<file path="src/rtl/seg7_scan.sv">
// seg7_scan: four-digit multiplexed seven-segment driver.
// The scan clock is a plain data input, synchronised into the clk domain and
// edge-detected. Each rising edge advances the active digit. The displayed value
// is captured once per full scan, on the 3->0 wrap, so a frame never shows
// digits taken from two different input values.
module seg7_scan #(
  parameter bit SEG_ACTIVE_LOW = 1'b1,
  parameter bit AN_ACTIVE_LOW  = 1'b1
) (
  input  logic        clk,
  input  logic        reset,
  input  logic        scan_clk,
  input  logic [15:0] value,
  input  logic [3:0]  dp_in,
  input  logic        blank_lz,
  output logic [3:0]  an,
  output logic [6:0]  seg,
  output logic        dp
);

  // "Off" encodings for the chosen polarities
  localparam logic [3:0] AN_OFF  = {4{AN_ACTIVE_LOW}};
  localparam logic [6:0] SEG_OFF = {7{SEG_ACTIVE_LOW}};
  localparam logic       DP_OFF  = SEG_ACTIVE_LOW;

  logic        r_s1, r_s2, r_s3;
  logic        w_step;
  logic [1:0]  r_idx;
  logic [15:0] r_val;
  logic [3:0]  r_dp;
  logic        r_blank;
  logic [3:0]  w_nib;
  logic [6:0]  w_hex;
  logic        w_blank;
  logic [3:0]  w_an_hi;
  logic [6:0]  w_seg_hi;
  logic        w_dp_hi;
  logic [3:0]  r_an;
  logic [6:0]  r_seg;
  logic        r_dp_o;

  // Two-flop synchroniser plus one extra stage for rising-edge detection
  always_ff @(posedge clk) begin
    if (reset) begin
      r_s1 <= 1'b0;
      r_s2 <= 1'b0;
      r_s3 <= 1'b0;
    end else begin
      r_s1 <= scan_clk;
      r_s2 <= r_s1;
      r_s3 <= r_s2;
    end
  end

  assign w_step = r_s2 & ~r_s3;

  // Digit index advance; the inputs are captured on the wrap to digit 0
  always_ff @(posedge clk) begin
    if (reset) begin
      r_idx   <= 2'd0;
      r_val   <= 16'h0000;
      r_dp    <= 4'h0;
      r_blank <= 1'b0;
    end else if (w_step) begin
      r_idx <= r_idx + 2'd1;
      if (r_idx == 2'd3) begin
        r_val   <= value;
        r_dp    <= dp_in;
        r_blank <= blank_lz;
      end
    end
  end

  // Hex decode, leading-zero blanking and one-hot digit select (active-high form)
  always_comb begin
    w_nib = r_val[{r_idx, 2'b00} +: 4];
    w_hex = 7'h00;
    case (w_nib)
      4'h0: w_hex = 7'h3F;
      4'h1: w_hex = 7'h06;
      4'h2: w_hex = 7'h5B;
      4'h3: w_hex = 7'h4F;
      4'h4: w_hex = 7'h66;
      4'h5: w_hex = 7'h6D;
      4'h6: w_hex = 7'h7D;
      4'h7: w_hex = 7'h07;
      4'h8: w_hex = 7'h7F;
      4'h9: w_hex = 7'h6F;
      4'hA: w_hex = 7'h77;
      4'hB: w_hex = 7'h7C;
      4'hC: w_hex = 7'h39;
      4'hD: w_hex = 7'h5E;
      4'hE: w_hex = 7'h79;
      4'hF: w_hex = 7'h71;
      default: w_hex = 7'h00;
    endcase
    w_blank = 1'b0;
    case (r_idx)
      2'd3: w_blank = (r_val[15:12] == 4'h0);
      2'd2: w_blank = (r_val[15:8]  == 8'h00);
      2'd1: w_blank = (r_val[15:4]  == 12'h000);
      default: w_blank = 1'b0;
    endcase
    w_blank  = w_blank & r_blank;
    w_seg_hi = w_blank ? 7'h00 : w_hex;
    w_an_hi  = 4'b0001 << r_idx;
    w_dp_hi  = r_dp[r_idx];
  end

  // Registered outputs with polarity applied; reset forces everything dark
  always_ff @(posedge clk) begin
    if (reset) begin
      r_an   <= AN_OFF;
      r_seg  <= SEG_OFF;
      r_dp_o <= DP_OFF;
    end else begin
      r_an   <= w_an_hi  ^ AN_OFF;
      r_seg  <= w_seg_hi ^ SEG_OFF;
      r_dp_o <= w_dp_hi  ^ DP_OFF;
    end
  end

  assign an  = r_an;
  assign seg = r_seg;
  assign dp  = r_dp_o;

endmodule

</file>
<file path="config.mk">
export PLATFORM = sky130hd
export DESIGN_NAME = seg7_scan
export DESIGN_NICKNAME = d
export VERILOG_FILES = /design/src/rtl/seg7_scan.sv
export SDC_FILE = /design/constraint.sdc
export NUM_CORES = 1
export LEC_CHECK = 0
export CAP_MARGIN = 20
export CORE_ASPECT_RATIO = 0.8
export CORE_MARGIN = 1
export CORE_UTILIZATION = 54
export DETAILED_ROUTE_END_ITERATION = 10
export GPL_TIMING_DRIVEN = 0
export PLACE_DENSITY = 0.86
export SYNTH_ARGS = -nofsm -noshare
export SYNTH_HDL_FRONTEND = slang
export SYNTH_SLANG_ARGS = --single-unit
</file>
<file path="constraint.sdc">
create_clock -name clk -period 3.05 [get_ports clk]
set_input_delay 0.305 -clock clk [delete_from_list [all_inputs] [get_ports clk]]
set_output_delay 0.305 -clock clk [all_outputs]
set_load 0.05 [all_outputs]
</file>
# Yosys cells after proc, flatten, opt, wreduce, memory -nomap -nowiden
# Memory sizes are Yosys's and may differ from the RTL's.
# Cells that the tools add are included.
# word_totals
inputBits,24
rom_bits,112
mem_count,1
out_inout_bits,12
regBits,38
# memory_table
name,depth,width,rd,rd_clocked_by_memory_dff,write_ports,line,text
(no name shown),16,7,1,0,0,78,case (w_nib)
# op_classes
n_addsub,1
n_bitwise,6
reduce_logical,4
shifts,2
n_mux,4
n_eq_ne,3
order_cmp,1
# ops
op,count
$shiftx 16x5->4,1
$logic_not 12->1,1
$logic_not 8->1,1
$mux 7,1
$not 7->7,1
$eq 2x2->1 const B,2
$logic_not 4->1,1
$not 4->4,1
$shl 1x2->4 const A,1
$lt 2x3->1 const B,1
$pmux 1 s3,1
$add 2x1->2 const B,1
$and 1x1->1,2
$bmux 1 s2,1
$eq 2x1->1 const B,1
$not 1->1,2
$reduce_and 2->1,1
$mux 1,1

# Logic depth before layout (Yosys ltp)
# Gate-level depths: netlist (run 1).
# depth
depth_word,5
depth_mapped,7
depth_no_buf,6

# Least setup slack after synthesis (run 1)
# No wires, ideal clock.
# synth_timing
path_type,register to register
startpoint,register r_idx[0]
endpoint,register r_seg[4] (netlist: seg[4])
arrival_ps,1683
slack_ps,1231
setup_ps,137
stages_incl_launch_ff,7
required_ps,2913
period_less_slack_ps,1819
cell_sequence,dfxtp_1 > buf_6 > mux4_2 > ha_1 > mux2_4 > nand2_1 > o311ai_1
# synth_between
elab_chain_len,5
word_cells_on_any_way,9
classes_between,3 x eq/ne; 1 x shift; 2 x mux; 2 x bitwise; 1 x memory
# synth_rtl
element,line,text
start: declaration,28,logic [1:0] r_idx;
start signal: assignment,65,r_idx <= r_idx + 2'd1;
branches (longest 3 deep; another with $mem_v2 16x7),n/a,
$mux 7 *,105,w_seg_hi = w_blank ? 7'h00 : w_hex;
$not 7->7 (no line) *,n/a,
end signal: assignment,118,r_seg <= w_seg_hi ^ SEG_OFF;
end: declaration,39,logic [6:0] r_seg;
# Mark *: on every way between the ends.
# A chain may end at the register's enable or synchronous reset.

# Worst setup path in the final report (run 1)
# layout_timing
startpoint,register r_idx[0]
endpoint,register r_seg[3] (netlist: seg[3])
# The elaborated chain is that of the path after synthesis.

==> summary.md, run 1 <==
| Metric | Value |
|---|---|
| Status | complete, no violations |
| Clock tree from TritonCTS | built |
| Pins over their slew limit | 0 |
| Placeable core region | 3108 um^2 |
| Power Density | 445.4 nW/um^2 |
| First-pass iteration count of the detailed router | 4 |
| Library cells used by synthesis | 33 |
| Critical path type | reg -> reg |
| Worst rel slew slack | 66.41% |
| Clock Latency Late Sink | 0.29 ns |
| ANT cells | 0 |
| Number of top-level pins | 36 |
| Critical Path AT | 2.28 ns |
| PostCTS Resize Cnt | 0 |
| Final core occ | 73.39% |
| Most common library cell in the layout ignoring fill and taps | nand2_1 |
| Iteration-0 DRC Markers | 58 |
| Proportion of layout cells with a drive suffix above 1 | 8.120% |
| Longest Clk Path Bufs | 2 |
| YS warnings | 0 |
| Total half-perimeter wirelength after legalization and detailed placement | between 2 and 3 mm |
| Post-synthesis to final-layout area growth | 28.56% |
| Worst-Margin Slew | 0.5023 ns |
| Initial antenna violation count | 0 |
| Leakage component of the power | 0.0008122 uW |
| Via count | 1474 |
| Shortest clock period the worst path allows after layout | 2.070 ns |
| Worst endpoint required time | around 3.3 ns |
| Area of the die | 3520 um^2 |
| CTS Buf Count | 5 |
| Total setup buffers inserted after CTS | 0 |
| Period Utilization, post-route | 67.87% |
| Setup ws final | about 1 ns |
| Seq cells post-synth | 38 |
| Kind of start point of the critical path | flop |
| Global placement routability congestion | 0.8120 |
| Mapped Area | about 1800 um^2 |
| Port Buffer Count | 35 |
| Peak Freq | around 0.48 GHz |
| Largest vdd supply drop | 0.2895 mV |
| Count of unresolved DRC violations after routing | 0 |
| Top library cells by usage in the layout, fill and taps aside | 46 x nand2_1, 38 x dfxtp_1, 35 x clkdlybuf4s50_1, 25 x a21oi_1, 11 x ha_1 |
| Number of instances in the placed design | 266 |
| Vias in the first global route | 1402 |
| First-pass GRT wire length | 6.210 mm |
| Max H-tree Level | 2 |
| Final net count | 268 |
| Maximum number of pins on one net before global-route repair | 12 |
| Clk sink count | 38 |
| Post-route antenna net violation count | 0 |
| Global route overflow | 0 |
| Hold Violations, Final | 0 |
| Crit end category | flop |
| WL/cell | between 10 and 15 um |
| Die boundary height | 53.27 um |
| MaxCap Viol Count | 0 |
| Total routing resource utilization after global routing | 25.10% |
| Final cell count without fillers | 274 |
| Setup repair after global routing missed its margin | no |
| Syn nets | 226 |
| Post-synthesis instance total | between 150 and 200 |
| Horizontal die dimension | 66.09 um |
| Placement Setup Slack | 1.048 ns |
| Maximum fanout along the worst path | 7 |
| Initial cell density of the core | 57.09% |
| Total wire length after detailed routing | 3.758 mm |
| Clock transition at path regs | 0.07 ns |
| Portion of the post-synthesis area used by sequential elements | 42.88% |
| Post-CTS Hold Fix Bufs | 0 |
| Hold_ws | 0.4384 ns |
| Per-cell via count in the routed design | 5.380 |
| Count of endpoints failing setup in the final report | 0 |
| Average cell area after synthesis | 9.289 um^2 |
| Hold crit path type | reg -> reg |
| Total negative slack for setup checks | 0 ns |
| # rows | 18 |
| Root buffer cell | clkbuf_8 |
| Max Clock Skew | 0.01024 ns |
sequential cells by signal, summed over array words and instances, names as in the netlist, 2 cells and up:
name,cells
r_val,16
r_idx,2
r_dp,4
seg,7
an,4
final cells by class:
cell class / count / area, um^2
multi-input combinational: 138 / 938.4
fill: 244 / 827.0
sequential: 38 / 760.7
timing repair buffer: 35 / 350.3
clock buffer: 7 / 76.32
buffer: 10 / 56.30
tap: 40 / 50.05
clock inverter: 1 / 30.03
inverter: 5 / 18.77
layer usage:
| metal | global-route usage, % | part of all wire [%] | vias up | wire, um |
|---|---|---|---|---|
| met4 | 8.865 | 2.0 | 0 | 76 |
| met2 | 40.31 | 48 | 48 | 1797 |
| li1 | - | - | 733 | - |
| met5 | 0 | 0 | - | 0 |
| met1 | 31.47 | 45 | 684 | 1690 |
| met3 | 8.405 | 5.1 | 9 | 192 |
cell usage after synthesis (all sizes together):
cell type | number | area [um^2]
inv | 5 | 18.77
o31ai | 1 | 7.510
or3 | 2 | 12.51
a211oi | 1 | 7.510
nor2b | 4 | 25.02
mux2i | 5 | 50.05
ha | 11 | 137.6
mux2 | 4 | 48.79
nand2b | 6 | 37.54
o221ai | 2 | 17.52
or3b | 1 | 8.760
o311ai | 2 | 25.03
or4 | 1 | 7.510
nand2 | 46 | 172.7
xnor2 | 1 | 8.760
o31a | 1 | 8.760
mux4 | 5 | 112.6
o211ai | 1 | 7.510
nor2 | 6 | 22.52
a21oi | 25 | 125.1
dfxtp | 38 | 760.7
clkbuf | 7 | 26.28
buf | 3 | 30.03
nor4b | 1 | 8.760
nor4 | 1 | 6.260
and2 | 3 | 18.77
a31oi | 1 | 6.260
xor2 | 4 | 35.03
nand3b | 2 | 15.01
o21ai | 1 | 5.000
logic make-up (layout without fill, tap and decap cells):
family	count (synthesis)	count (layout)	synth area share [%]
simple gates	73	73	18.90
flops	38	38	42.88
compound gates	35	35	11.85
buf+inv	15	58	4.232
mux	14	14	11.92
fa+ha+maj	11	11	7.757
xor+xnor	5	5	2.468
path summary, 6_finish.rpt:
path | start | to | slack, ns | cells after the start
max | r_idx[0]$_SDFFE_PP0P_ | seg[3]$_SDFF_PP1_ | 0.98 | 7
min | r_s1$_SDFF_PP0_ | r_s2$_SDFF_PP0_ | 0.44 | 1
max reg2reg | r_idx[0]$_SDFFE_PP0P_ | seg[3]$_SDFF_PP1_ | 0.98 | 7
min reg2reg | r_s1$_SDFF_PP0_ | r_s2$_SDFF_PP0_ | 0.44 | 1
per-stage QoR:
step,instance area [um^2],total power [uW]
after floorplan,1774,565.4
after global placement,2175,611.9
after detailed placement,2175,614.6
after CTS,2281,1023
after global routing,2281,1056
final,2281,1016
critical path, stage by stage, from the launching register on:
cell and delay, ns:
dfxtp_1 0.38, buf_6 0.17, mux4_2 0.58, inv_1 0.18
ha_1 0.25, nor2_1 0.19, a211oi_1 0.07, o21ai_0 0.16
power by group:
group | leakage (uW) | switching, uW | internal (uW)
registers | 0.000310 | 2.86 | 505
logic | 0.000450 | 47.0 | 48.3
clock network | 0.0000524 | 168 | 245
No activity file was read; power rests on OpenSTA's default activity.
==> run 2: changes to the inputs <==
--- a/config.mk
+++ b/config.mk
@@ -8,10 +8,10 @@
 export CAP_MARGIN = 20
 export CORE_ASPECT_RATIO = 0.8
 export CORE_MARGIN = 1
-export CORE_UTILIZATION = 54
+export CORE_UTILIZATION = 50
 export DETAILED_ROUTE_END_ITERATION = 10
 export GPL_TIMING_DRIVEN = 0
-export PLACE_DENSITY = 0.86
+export PLACE_DENSITY = 0.81
 export SYNTH_ARGS = -nofsm -noshare
 export SYNTH_HDL_FRONTEND = slang
 export SYNTH_SLANG_ARGS = --single-unit
==> constraint.sdc (replaced) <==
create_clock -name clk -period 1.92 [get_ports clk]
set_input_delay 0.192 -clock clk [delete_from_list [all_inputs] [get_ports clk]]
set_output_delay 0.192 -clock clk [all_outputs]
set_load 0.05 [all_outputs]
==> run 2 against run 1 <==
Net effect: worst setup slack lost 0.94 ns; highest routed layer unchanged; largest cell class unchanged; clock power grew 27%; fmax grew 10%.
==> summary.md, run 2 (synthesized netlist as in run 1, its figures left out) <==
| Metric | Value |
|---|---|
| ANT cells | 0 |
| Critical path type | reg -> reg |
| Hold crit path type | reg -> reg |
| Count of endpoints failing setup in the final report | 0 |
| Final net count | 270 |
| Proportion of layout cells with a drive suffix above 1 | 13.68% |
| WL/cell | 13.23 um |
| Initial antenna violation count | 0 |
| Post-route cell area | 2335 um^2 |
| # rows | 18 |
| First-pass GRT wire length | about 6.3 mm |
| Total routing resource utilization after global routing | 22.18% |
| Total half-perimeter wirelength after legalization and detailed placement | 2.644 mm |
| Vias in the first global route | between 1000 and 1500 |
| Number of flip-flops in the largest register | 16 |
| Clock transition at path regs | 0.07 ns |
| Crit end category | flop |
| Register name with the most flops | r_val |
| Most common library cell in the layout ignoring fill and taps | nand2_1 |
| Post-route antenna net violation count | 0 |
| Global placement routability congestion | ~0.8 |
| Root buffer cell | clkbuf_8 |
| Worst rel slew slack | 67.14% |
| Cell Area, Placed | 2175 um^2 |
| Area of the die | between 3000 and 4000 um^2 |
| Via count | 1445 |
| Clock Latency Late Sink | 0.28 ns |
| Die boundary height | 55.28 um |
| MaxCap Viol Count | 0 |
| Maximum fanout along the worst path | 7 |
| Area of all sequential standard cells | 765.7 um^2 |
| Total wire length after detailed routing | 3.625 mm |
| Clk sink count | 38 |
| Iteration-0 DRC Markers | 121 |
| Routed wire length on met2 | 1.633 mm |
| Routed met3 length | around 220 um |
| Worst endpoint required time | 2.07 ns |
| Count of unresolved DRC violations after routing | 0 |
| Highest routing layer actually used | met4 |
| Power Density | 634.9 nW/um^2 |
| Kind of start point of the critical path | flop |
| Per-cell via count in the routed design | 5.274 |
| Top library cells by usage in the layout, fill and taps aside | 46 x nand2_1, 36 x dfxtp_1, 35 x clkdlybuf4s50_1, 24 x a21oi_1, 8 x ha_1 |
| Shortest clock period the worst path allows after layout | 1.879 ns |
| Placeable core region | 3221 um^2 |
| Global route overflow | 0 |
| Maximum number of pins on one net before global-route repair | 11 |
| Status | complete, no violations |
| Max Clock Skew | between 0.001 and 0.0015 ns |
| Hold_ws | 0.4363 ns |
| Peak Freq | approximately 0.53 GHz |
| Max H-tree Level | 2 |
| First-pass iteration count of the detailed router | 4 |
| Worst-Margin Slew | 0.4914 ns |
| Number of top-level pins | 36 |
| Pins over their slew limit | 0 |
| Setup repair after global routing missed its margin | yes |
| CTS Buf Count | 5 |
| Hold Violations, Final | 0 |
| Horizontal die dimension | slightly below 70 um |
| Initial cell density of the core | between 50% and 60% |
| Post-synthesis to final-layout area growth | 31.59% |
| Critical Path AT | 2.02 ns |
| Final-layout fill cell count | 253 |
| Area taken by multi-input logic gates | 985.9 um^2 |
| Longest Clk Path Bufs | 2 |
| Length of routed wiring on met1 | ~1.7 mm |
| Period Utilization, post-route | 97.87% |
| Leakage component of the power | around 0.00082 uW |
| Port Buffer Count | 35 |
| Largest vdd supply drop | 0.4399 mV |
| Post-CTS Hold Fix Bufs | 0 |
| Clock tree from TritonCTS | built |
==> run 2: power by group <==
| group | internal, uW | total, uW | switching [uW] |
|---|---|---|---|
| registers | 802 | 807 | 5.03 |
| clock network | 276 | 524 | 248 |
| logic | 78.4 | 152 | 73.1 |
| total | 1160 | 1480 | 326 |
==> run 2: per-stage QoR <==
| stage | util [%] | setup WS (ns) | setup TNS [ns] | cells | total power (uW) |
|---|---|---|---|---|---|
| final | 72.49 | 0.04098 | 0 | 274 | 1482 |
| after global routing | 72.49 | -0.008068 | -0.01639 | 274 | 1543 |
| after CTS | 70.94 | 0.02346 | 0 | 274 | 1490 |
| after detailed placement | 67.52 | -0.08254 | -0.2321 | 266 | 974.0 |
| after global placement | 67.52 | -0.05214 | -0.1168 | 266 | 972.4 |
| after floorplan | - | 0.1007 | 0 | 191 | 898.2 |
==> run 2: layout make-up <==
class	count	share of cell area (%)
Timing Repair Buffer	37	15.65
Inverter	5	0.9110
Multi-Input combinational cell	138	42.23
Sequential cell	38	32.80
Tap cell	40	2.144
Buffer	10	2.733
Clock buffer	6	3.537
==> run 2: final timing paths <==
kind	start	endpoint	slack, ns	cells past startpoint
worst min register to register	r_s1$_SDFF_PP0_	r_s2$_SDFF_PP0_	0.44	1
worst max-delay path	r_idx[0]$_SDFFE_PP0P_	seg[4]$_SDFF_PP1_	0.04	6
worst min-delay path	r_s1$_SDFF_PP0_	r_s2$_SDFF_PP0_	0.44	1
worst max register to register	r_idx[0]$_SDFFE_PP0P_	seg[4]$_SDFF_PP1_	0.04	6
==> run 2: worst max-delay path, stage by stage (launching register included) <==
cell	delay, ns
dfxtp_4	0.37
buf_8	0.13
mux4_2	0.59
ha_4	0.22
mux2_4	0.25
nand2_1	0.08
o311ai_2	0.10
==> run 2: routing by layer <==
metal	vias up	track usage, %
met4	0	7.738
met5	-	0
met2	51	32.63
met3	5	5.372
li1	734	-
met1	655	31.18
==> run 2: repair_timing <==
item                                    CTS  global route
gates resized for setup                   6            12
buffers inserted                          2             0
pin swaps                                 0             7
endpoints found under the setup margin    7             7
gates cloned                              0             0
==> run 3: changes to the inputs <==
--- a/config.mk
+++ b/config.mk
@@ -9,6 +9,7 @@
 export CORE_ASPECT_RATIO = 0.8
 export CORE_MARGIN = 1
 export CORE_UTILIZATION = 50
+export CTS_CLUSTER_DIAMETER = 80
 export DETAILED_ROUTE_END_ITERATION = 10
 export GPL_TIMING_DRIVEN = 0
 export PLACE_DENSITY = 0.81
==> constraint.sdc (replaced) <==
create_clock -name clk -period 1.8 [get_ports clk]
set_input_delay 0.18 -clock clk [delete_from_list [all_inputs] [get_ports clk]]
set_output_delay 0.18 -clock clk [all_outputs]
set_load 0.05 [all_outputs]
==> run 3 against run 2 <==
Net effect: the flow now finishes with violations (negative setup slack); critical path type unchanged; clock power up 14%; global-route usage up 0.73 points; die area did not move; non-clock buffer count is 12 higher; register-to-register slack got worse by 0.15 ns; critical path depth grew 1; largest cell class unchanged.
==> summary.md, run 3 (synthesized netlist as in run 1, its figures left out) <==
| Metric | Value |
|---|---|
| Total half-perimeter wirelength after legalization and detailed placement | 2.705 mm |
| Setup repair after global routing missed its margin | yes |
| Horizontal die dimension | roughly 70 um |
| Leakage component of the power | 0.0008941 uW |
| Worst Hold Path EP | r_dp[3]$_SDFFE_PP0P_ |
| Pins over their slew limit | 0 |
| Post-synthesis to final-layout area growth | 38.51% |
| Worst-Margin Slew | 0.5092 ns |
| Clock Latency Late Sink | ~0.29 ns |
| Hold Violations, Final | 0 |
| Initial antenna violation count | 0 |
| Total routing resource utilization after global routing | 22.91% |
| Count of endpoints failing setup in the final report | 6 |
| Post-CTS Hold Fix Bufs | 0 |
| Setup ws final | -0.1139 ns |
| CTS Buf Count | 5 |
| Hold crit path type | in -> reg |
| Start of the worst register-to-register path | r_idx[0]$_SDFFE_PP0P_ |
| Critical Path AT | around 2.1 ns |
| Top library cells by usage in the layout, fill and taps aside | 46 x nand2_1, 36 x dfxtp_1, 35 x clkdlybuf4s50_1, 23 x a21oi_1, 14 x buf_4 |
| Setup slack on the worst flop-to-flop path | -0.11 ns |
| Number of flip-flops in the largest register | 16 |
| Total wire length after detailed routing | about 4.5 mm |
| Internal Dissipation | between 1000 and 1500 uW |
| Clk sink count | 38 |
| Iteration-0 DRC Markers | 90 |
| Register name with the most flops | r_val |
| Count of unresolved DRC violations after routing | 0 |
| Largest vdd supply drop | around 0.46 mV |
| Via count | 1594 |
| Worst rel slew slack | between 60 and 70% |
| Critical path type | reg -> reg |
| Period Utilization, post-route | 106.3% |
| Maximum number of pins on one net before global-route repair | 12 |
| Die boundary height | ~55 um |
| Peak Freq | 0.5225 GHz |
| Combinational Power Share | 10.8% |
| Critical Path Source | r_idx[0]$_SDFFE_PP0P_ |
| First-pass iteration count of the detailed router | 4 |
| Power share of the sequential group | 52.6% |
| Per-cell via count in the routed design | 5.535 |
| Clock tree from TritonCTS | built |
| Total negative slack for setup checks | -0.4150 ns |
| MaxCap Viol Count | 0 |
| Crit end category | flop |
| Cell depth of the worst hold path | 3 |
| WL/cell | 15.54 um |
| Power spent charging and discharging nets | 379.6 uW |
| Longest Clk Path Bufs | 2 |
| Post-route antenna net violation count | 0 |
| Worst endpoint required time | a little under 2 ns |
| Vias in the first global route | 1405 |
| Final net count | 282 |
| Sw Ratio | 23.23% |
| Global route overflow | 0 |
| Power Density | 665.1 nW/um^2 |
| Area of the die | 3792 um^2 |
| Proportion of layout cells with a drive suffix above 1 | 20.56% |
| Final core occ | 76.30% |
| First-pass GRT wire length | 6.430 mm |
| Failing checks | negative setup slack |
| Placeable core region | 3221 um^2 |
| Max Clock Skew | 0.003417 ns |
| Hold_ws | 0.4298 ns |
| Share of power burned in the clock network | 36.5% |
| Initial cell density of the core | 55.09% |
| Status | complete, but fails checks |
| Worst Reg-to-Reg Cells | 7 |
| Maximum fanout along the worst path | 5 |
| ANT cells | 0 |
| Clock transition at path regs | ~0.070 ns |
| # rows | 18 |
| Worst Hold Launch | dp_in[3] |
| Max H-tree Level | 2 |
| Kind of start point of the critical path | flop |
| Root buffer cell | clkbuf_8 |
| Port Buffer Count | 35 |
| Most common library cell in the layout ignoring fill and taps | nand2_1 |
| Number of top-level pins | 36 |
| Shortest clock period the worst path allows after layout | 1.914 ns |
| Worst r2r dst | seg[0]$_SDFF_PP1_ |
| Global placement routability congestion | about 0.8 |
==> run 3: cell count changes in the layout (fill, tap and decap cells not counted), moves of 2 or more <==
cell,before,now
buf_4,2,14
clkbuf_2,0,2
or3_1,2,0
or3_4,0,2
==> run 3: worst max-delay path by stage <==
| stage | to | depth (start not counted) |
|---|---|---|
| 3_3_place_gp | seg[3]$_SDFF_PP1_ | 7 |
| 2_1_floorplan | seg[0]$_SDFF_PP1_ | 7 |
| 5_1_grt | seg[0]$_SDFF_PP1_ | 7 |
| 4_1_cts | seg[0]$_SDFF_PP1_ | 6 |
| 3_5_place_dp | seg[0]$_SDFF_PP1_ | 7 |
| 6_report | seg[0]$_SDFF_PP1_ | 7 |
==> run 3: final cells by class <==
cell class	count	area (um^2)
Clock buffer	7	86.33
Timing Repair Buffer	49	455.4
Tap cell	40	50.05
Sequential cell	38	763.2
Clock inverter	1	5.005
Buffer	10	62.56
Fill cell	237	763.2
Multi-Input combinational cell	138	1010
Inverter	5	25.02
==> run 3: power by group through the flow <==
| stage | registers, uW | clock network (uW) | logic, uW |
|---|---|---|---|
| 4_1_cts | 861 | 599 | 169 |
| 6_report | 860 | 597 | 177 |
| 5_1_grt | 862 | 640 | 189 |
| 3_3_place_gp | 879 | 0 | 158 |
| 3_5_place_dp | 880 | 0 | 161 |
| 2_1_floorplan | 916 | 0 | 41.9 |
==> run 3: metal layers <==
metal  wire length [um]  track usage, %  up-vias
met4                127           8.929        0
met3                381           6.612       15
li1                   -               -      762
met2               2090           33.47       81
met5                  0               0        -
met1               1876           31.35      736
==> run 3: stage by stage <==
stage | power, uW | cell area [um^2] | instances | setup slack (ns)
floorplan | 958.1 | 1777 | 191 | 0.001762
global placement | 1037 | 2177 | 266 | -0.1585
detailed placement | 1041 | 2177 | 266 | -0.1907
CTS | 1628 | 2355 | 280 | -0.06347
global route | 1690 | 2457 | 288 | -0.1783
finish | 1634 | 2457 | 288 | -0.1139
==> run 3: critical path, stage by stage, from the launching register on <==
cell	delay (ns)
dfxtp_2	0.33
buf_6	0.13
mux4_2	0.46
inv_4	0.08
ha_4	0.18
or3_4	0.38
a21oi_2	0.14
o31ai_1	0.08
==> run 3: timing repair <==
item | 4_1_cts | 5_1_grt
setup endpoints to repair | 7 | 10
pin swaps | 4 | 2
gates cloned | 0 | 0
resized for setup | 10 | 14
setup buffers | 6 | 8
hold endpoints to repair | 0 | 0
